<file path="src/rtl/synth_pkg.sv">
// Shared sizes, index types and FSM encodings for the synth voice path.
package synth_pkg;

  localparam int NUM_KEYS   = 12;
  localparam int NUM_VOICES = 4;
  localparam int KEY_W      = $clog2(NUM_KEYS);
  localparam int VOICE_W    = $clog2(NUM_VOICES);
  localparam int RANK_W     = VOICE_W;

  typedef logic [KEY_W-1:0]   key_idx_t;
  typedef logic [VOICE_W-1:0] voice_idx_t;
  typedef logic [RANK_W-1:0]  rank_t;

  localparam rank_t RANK_MAX = rank_t'(NUM_VOICES - 1);

  typedef logic [0:0] state_t;
  localparam state_t S_IDLE    = 1'b0;
  localparam state_t S_SERVICE = 1'b1;

endpackage

</file>
<file path="src/rtl/prio_enc.sv">
// Lowest-set-bit priority encoder with a valid flag.
module prio_enc #(
  parameter int W = 4
) (
  input  logic [W-1:0]         req,
  output logic [$clog2(W)-1:0] idx,
  output logic                 valid
);

  always_comb begin
    idx   = '0;
    valid = |req;
    // Scan downward so the lowest set bit is the last one written.
    for (int i = W - 1; i >= 0; i--) begin
      if (req[i]) idx = ($clog2(W))'(i);
    end
  end

endmodule

</file>
<file path="src/rtl/voice_allocator.sv">
// Polyphonic voice allocator: queues key press/release edges and binds keys to
// voices one event per clock, stealing the oldest voice when all are busy.
//
// state     | meaning
// S_IDLE    | no press or release event pending
// S_SERVICE | at least one pending event, one serviced per clock
module voice_allocator
  import synth_pkg::*;
(
  input  logic                        clk_in,
  input  logic                        rst_in,
  input  logic [NUM_KEYS-1:0]         gate_in,
  output logic [NUM_VOICES-1:0]       voice_active_out,
  output logic [NUM_VOICES*KEY_W-1:0] voice_key_out,
  output logic [NUM_VOICES-1:0]       voice_trig_out,
  output logic [NUM_VOICES-1:0]       voice_rel_out,
  output logic                        steal_out,
  output logic                        busy_out
);

  logic [NUM_KEYS-1:0]   gate_prev;
  logic [NUM_KEYS-1:0]   rise;
  logic [NUM_KEYS-1:0]   fall;
  logic [NUM_KEYS-1:0]   pend_press;
  logic [NUM_KEYS-1:0]   pend_rel;
  logic [NUM_KEYS-1:0]   pend_press_nxt;
  logic [NUM_KEYS-1:0]   pend_rel_nxt;
  state_t                state_q;
  state_t                state_nxt;

  key_idx_t              key_q    [NUM_VOICES];
  key_idx_t              key_nxt  [NUM_VOICES];
  rank_t                 rank_q   [NUM_VOICES];
  rank_t                 rank_nxt [NUM_VOICES];
  logic [NUM_VOICES-1:0] active_nxt;
  logic [NUM_VOICES-1:0] trig_nxt;
  logic [NUM_VOICES-1:0] rel_nxt;
  logic [NUM_VOICES-1:0] inactive;
  logic                  steal_nxt;

  key_idx_t              rel_idx;
  key_idx_t              press_idx;
  key_idx_t              svc_key;
  logic                  rel_vld;
  logic                  press_vld;
  logic                  free_vld;
  voice_idx_t            free_idx;
  voice_idx_t            hit_idx;
  voice_idx_t            victim_idx;
  voice_idx_t            bind_idx;
  rank_t                 victim_rank;
  logic                  hit_vld;
  logic                  svc_en;
  logic                  do_rel;
  logic                  do_press;
  logic                  do_bind;

  assign rise     = gate_in & ~gate_prev;
  assign fall     = ~gate_in & gate_prev;
  assign inactive = ~voice_active_out;

  prio_enc #(.W(NUM_KEYS)) u_rel_enc (
    .req   (pend_rel),
    .idx   (rel_idx),
    .valid (rel_vld)
  );

  prio_enc #(.W(NUM_KEYS)) u_press_enc (
    .req   (pend_press),
    .idx   (press_idx),
    .valid (press_vld)
  );

  prio_enc #(.W(NUM_VOICES)) u_free_enc (
    .req   (inactive),
    .idx   (free_idx),
    .valid (free_vld)
  );

  // Releases always drain ahead of presses.
  assign svc_en   = (state_q == S_SERVICE);
  assign do_rel   = svc_en && rel_vld;
  assign do_press = svc_en && !rel_vld && press_vld;
  assign svc_key  = rel_vld ? rel_idx : press_idx;

  always_comb begin
    hit_vld     = 1'b0;
    hit_idx     = '0;
    victim_idx  = '0;
    victim_rank = '0;
    for (int v = NUM_VOICES - 1; v >= 0; v--) begin
      if (voice_active_out[v] && (key_q[v] == svc_key)) begin
        hit_vld = 1'b1;
        hit_idx = voice_idx_t'(v);
      end
      // Downward scan with >= leaves the lowest index among equal ranks.
      if (voice_active_out[v] && (rank_q[v] >= victim_rank)) begin
        victim_idx  = voice_idx_t'(v);
        victim_rank = rank_q[v];
      end
    end
  end

  always_comb begin
    active_nxt = voice_active_out;
    trig_nxt   = '0;
    rel_nxt    = '0;
    steal_nxt  = 1'b0;
    do_bind    = 1'b0;
    bind_idx   = '0;
    for (int v = 0; v < NUM_VOICES; v++) begin
      key_nxt[v]  = key_q[v];
      rank_nxt[v] = rank_q[v];
    end

    if (do_rel && hit_vld) begin
      active_nxt[hit_idx] = 1'b0;
      rel_nxt[hit_idx]    = 1'b1;
    end

    if (do_press) begin
      if (hit_vld) begin
        trig_nxt[hit_idx] = 1'b1;
      end else if (free_vld) begin
        do_bind  = 1'b1;
        bind_idx = free_idx;
      end else begin
        do_bind   = 1'b1;
        bind_idx  = victim_idx;
        steal_nxt = 1'b1;
      end
    end

    if (do_bind) begin
      for (int v = 0; v < NUM_VOICES; v++) begin
        if (bind_idx == voice_idx_t'(v)) begin
          rank_nxt[v] = '0;
        end else if (voice_active_out[v] && (rank_q[v] != RANK_MAX)) begin
          rank_nxt[v] = rank_q[v] + rank_t'(1);
        end
      end
      active_nxt[bind_idx] = 1'b1;
      key_nxt[bind_idx]    = svc_key;
      trig_nxt[bind_idx]   = 1'b1;
    end
  end

  always_comb begin
    pend_press_nxt = pend_press;
    pend_rel_nxt   = pend_rel;
    for (int k = 0; k < NUM_KEYS; k++) begin
      logic svc_p;
      logic svc_r;
      svc_p = do_press && (press_idx == key_idx_t'(k));
      svc_r = do_rel && (rel_idx == key_idx_t'(k));

      if (rise[k])     pend_press_nxt[k] = 1'b1;
      else if (fall[k]) pend_press_nxt[k] = 1'b0;
      else if (svc_p)   pend_press_nxt[k] = 1'b0;

      // A fall that cancels a still-queued press leaves the release mask alone.
      if (fall[k] && !(pend_press[k] && !svc_p)) pend_rel_nxt[k] = 1'b1;
      else if (svc_r)                             pend_rel_nxt[k] = 1'b0;
    end
    state_nxt = ((pend_press_nxt | pend_rel_nxt) != '0) ? S_SERVICE : S_IDLE;
  end

  always_ff @(posedge clk_in or negedge rst_in) begin
    if (!rst_in) begin
      gate_prev        <= '0;
      pend_press       <= '0;
      pend_rel         <= '0;
      state_q          <= S_IDLE;
      voice_active_out <= '0;
      voice_trig_out   <= '0;
      voice_rel_out    <= '0;
      steal_out        <= 1'b0;
      for (int v = 0; v < NUM_VOICES; v++) begin
        key_q[v]  <= '0;
        rank_q[v] <= '0;
      end
    end else begin
      gate_prev        <= gate_in;
      pend_press       <= pend_press_nxt;
      pend_rel         <= pend_rel_nxt;
      state_q          <= state_nxt;
      voice_active_out <= active_nxt;
      voice_trig_out   <= trig_nxt;
      voice_rel_out    <= rel_nxt;
      steal_out        <= steal_nxt;
      for (int v = 0; v < NUM_VOICES; v++) begin
        key_q[v]  <= key_nxt[v];
        rank_q[v] <= rank_nxt[v];
      end
    end
  end

  always_comb begin
    voice_key_out = '0;
    for (int v = 0; v < NUM_VOICES; v++) begin
      voice_key_out[v*KEY_W +: KEY_W] = key_q[v];
    end
  end

  assign busy_out = (state_q == S_SERVICE);

endmodule
</file>
<file path="config.mk">
export PLATFORM = sky130hd
export DESIGN_NAME = voice_allocator
export DESIGN_NICKNAME = d
export VERILOG_FILES = /design/src/rtl/synth_pkg.sv /design/src/rtl/prio_enc.sv /design/src/rtl/voice_allocator.sv
export SDC_FILE = /design/constraint.sdc
export NUM_CORES = 1
export LEC_CHECK = 0
export BUFFER_PORTS_ARGS = -buffer_cell sky130_fd_sc_hd__buf_4
export CAP_MARGIN = 15
export CELL_PAD_IN_SITES_DETAIL_PLACEMENT = 0
export CELL_PAD_IN_SITES_GLOBAL_PLACEMENT = 1
export CORE_AREA = 5 5 89 108
export CTS_CLUSTER_SIZE = 20
export DETAILED_ROUTE_END_ITERATION = 16
export DIE_AREA = 0 0 94 113
export GPL_ROUTABILITY_DRIVEN = 1
export HOLD_SLACK_MARGIN = 0.02
export PLACE_DENSITY_LB_ADDON = 0.1
export SYNTH_ARGS = -nofsm -noshare
export SYNTH_HDL_FRONTEND = slang
export SYNTH_HIERARCHICAL = 1
export SYNTH_SLANG_ARGS = --single-unit
</file>
<file path="constraint.sdc">
create_clock -name clk_in -period 6.5 [get_ports clk_in]
set_input_delay 0 -clock clk_in [delete_from_list [all_inputs] [get_ports clk_in]]
set_output_delay 0 -clock clk_in [all_outputs]
set_load 0.02 [all_outputs]
</file>
==> summary.md <==
| Metric | Value |
|---|---|
| Synth-to-Final Area Change | `17.14%` |
| FF/Latch Area | `0.001852 sq mm` |
| GRT Util Overall | `19.77%` |
| Total grt overflow | `0` |
| Crit path time final | `4.733 ns` |
| Longest Clk Path Bufs | `2` |
| CP endpoint kind | `flip-flop` |
| Cell Area, Synth | `0.004095 sq mm` |
| Multi-input logic area | `0.002068 sq mm` |
| Die H | `113 um` |
| Most common cell after layout, fill and taps aside | `dfrtp_1` |
| Max VDD drop | `0.1344 mV` |
| Final slew viol count | `0` |
| Non-Filler Cell Area, Final | `0.004797 sq mm` |
| Post-synthesis cell type count | `56` |
| Max Cap Viol | `0` |
| Commonest cells after routing, fill and taps aside | `dfrtp_1 (74), buf_4 (44), nand2_1 (27)` |
| Vias per cell | `5.478` |
| RSZ-0062 raised after global routing | `false` |
| Max-slew headroom | `38.11%` |
| Sequential share of the synthesized area | `45.22%` |
| Drt total wl | `9958 um` |
| Status | `completed` |
| Global-route wire length before repair | `16060 um` |
| Crit-path max cell delay | `0.47 ns` |
| CORE AREA | `0.008426 sq mm` |
| CTS tree | `built` |
| Post-place instance area | `0.004498 sq mm` |
| Sink Count | `74` |
| Fin crit share | `72.82%` |
| Routed Antenna Nets | `0` |
| DR vias | `3117` |
| Hold Crit Class | `in2async` |
| First DRT Iteration DRCs | `136` |
| Reg clk slew, reported paths | `0.08 ns` |
| Initial Util | `48.60%` |
| GPL Wtd Cong | `0.8623` |
| CP max stage cell | `or3b_2` |
| Largest net degree at the start of global routing | `75` |
| Leak pwr | `2.125 nW` |
| Syn Area/Cell | `10.53 sq um` |
| Crit Path Class | `reg2reg` |
| Total number of yosys warnings | `6` |
| Finished Layout Cells | `569` |
| Chip width | `94 um` |
| Worst Skew | `0.01513 ns` |
| N_diodes | `0` |
| Primary FF master, synth | `dfrtp_1` |
| Worst Tran Pin Value | `0.9283 ns` |
| F_max | `211.3 MHz` |
| PortBufs | `43` |
| Critical path, cell by cell | `inv_1 -> nor2_1 -> ha_1 -> nor3b_1 -> nor2_1 -> mux2_2 -> ha_1 -> or3b_2 -> and2_1 -> nor2_1 -> a21oi_1 -> ha_1 -> nand2b_1 -> a311o_1 -> o31ai_1 -> buf_4 -> and3_1 -> mux2_4` |
| Setup_tns | `0 ns` |
| Row count | `37` |
| FF+latch count, synth | `74` |
| Initial antenna violation count | `0` |
| Detailed Place HPWL | `7481 um` |
| Worst Path Required | `6.74 ns` |
| Final Hold Vio Count | `0` |
| H-tree levels | `3` |
| Fillers | `759` |
| Buf+Inv Stages, Crit Path | `2` |
| WHS | `0.3093 ns` |
| Top-level port count | `44` |
| Top cell family by delay on the critical path | `simple AND/OR/NAND/NOR gates` |
| Critical Path AT | `4.97 ns` |
| Fraction of registers with async set or reset after synthesis | `100.0%` |
| Die area | `0.01062 sq mm` |
| Avg WL per Cell | `17.50 um` |
| Placed cells | `541` |
| Worst skew pair latency | `0.36 ns` |
| Pwr Density | `241.1 mW/mm^2` |
| CTS root buf | `clkbuf_8` |
| Mapped Cells | `389` |
| DRC violations left | `0` |
| Layout cells sized above 1 | `23.67%` |
| NumNets Final | `472` |
| Final setup fails | `0` |
| Num CTS Buffers | `9` |
| Startpoint types | `flip-flop` |
| Via count of the first global-routing pass | `3142` |
| Post-synth EDFFs | `0` |
| Critical-path maximum fanout | `7` |
| DRT Pass-1 Iters | `4` |
| Mapped Nets | `413` |
[registers in the layout, indices dropped and copies added (netlist names)]
signal and count:
steal_out 1, busy_out 1, gate_prev 12, pend_rel 12, voice_rel_out 4, voice_key_out 16
rank_q 8, voice_active_out 4, voice_trig_out 4, pend_press 12
[metrics by stage]
step	util [%]	power, mW	setup WS (ns)
finish	56.94	1.157	1.767
detailed placement	53.39	0.8433	1.795
CTS	56.94	1.173	1.778
floorplan	-	0.7447	1.922
global route	56.94	1.225	1.491
global placement	53.39	0.8405	1.888
[worst register-to-register path: stages (launching register included)]
cell and delay (ns):
dfrtp_1 0.44, inv_1 0.20, nor2_1 0.10, ha_1 0.29, nor3b_1 0.04, nor2_1 0.32
mux2_2 0.40, ha_1 0.26, or3b_2 0.47, and2_1 0.20, nor2_1 0.11, a21oi_1 0.05
ha_1 0.26, nand2b_1 0.16, a311o_1 0.35, o31ai_1 0.19, buf_4 0.18, and3_1 0.30
mux2_4 0.33
[layout make-up]
cell class                 instances  share of cell area, %
multi-input combinational        279                  43.11
sequential                        74                  38.60
timing repair buffer              57                  9.598
tap                              117                  3.052
clock buffer                      10                  2.869
inverter                          27                  2.113
clock inverter                     5                 0.6521
[final timing paths]
check / from / end / slack, ns / depth (start not counted)
max in group asynchronous: rst_in / gate_prev[1] / 5.57 / 2
worst max register to register: voice_active_out[3] / voice_key_out[14] / 1.77 / 18
worst max-delay path: voice_active_out[3] / voice_key_out[14] / 1.77 / 18
worst min-delay path: rst_in / voice_key_out[11] / 0.31 / 2
min in group clk_in: gate_in[8] / gate_prev[8] / 0.31 / 2
worst min register to register: gate_prev[9] / pend_press[9] / 0.51 / 1
[cell families after synthesis]
group | Yosys count | synth area share (%)
AO/OA/AOI/OAI | 96 | 16.62
XOR/XNOR | 13 | 2.780
adder cells (fa/ha/maj) | 19 | 5.347
buffers and inverters | 36 | 4.277
flip-flops | 74 | 45.22
multiplexers | 28 | 8.647
AND/OR/NAND/NOR | 123 | 17.11
[routing by layer]
layer / part of all wire [%] / up-vias / GRT usage (%)
met2: 53 / 75 / 35.67
met3: 3.8 / 15 / 2.926
met5: 0 / - / 0
li1: - / 1540 / -
met1: 41 / 1487 / 22.39
met4: 2.7 / 0 / 9.827
[cells in the mapped netlist, drive strengths merged, types with 2 or more instances]
cell type  number  area (sq um)
dfrtp          74          1852
inv            27         101.4
nand2          27         101.4
o21ai          25         125.1
nor2           23         86.33
mux2           22         277.8
a21oi          14         77.58
nor3           13         65.06
o31ai          13         97.59
xnor2          13         113.9
ha             10         125.1
nand2b         10         62.56
nor4           10         108.9
maj3            9         93.84
o31a            9         78.83
nand3           8         40.04
buf             7         66.31
o21a            7         52.55
mux2i           6         76.32
a32o            5         50.05
and3            5         31.28
nand3b          5         37.54
nor2b           5         31.28
a31o            4         35.03
o41a            4         45.04
a211oi          3         22.52
and2            3         18.77
nand4           3         18.77
or2             3         18.77
or3b            3         26.28
a21o            2         15.01
a31oi           2         12.51
clkbuf          2         7.510
o21bai          2         15.01
[report_power, final]
| group | switching (mW) | internal, mW |
|---|---|---|
| combinational | 0.180 | 0.121 |
| sequential | 0.0418 | 0.493 |
| clock | 0.175 | 0.145 |
| total | 0.397 | 0.760 |
[repair_timing]
action / in CTS / in global routing
hold endpoints to repair: 109 / 0
gates resized for setup: 0 / 0
hold buffers: 13 / 0
setup buffers: 0 / 0
No activity file was read; power rests on OpenSTA's default activity.
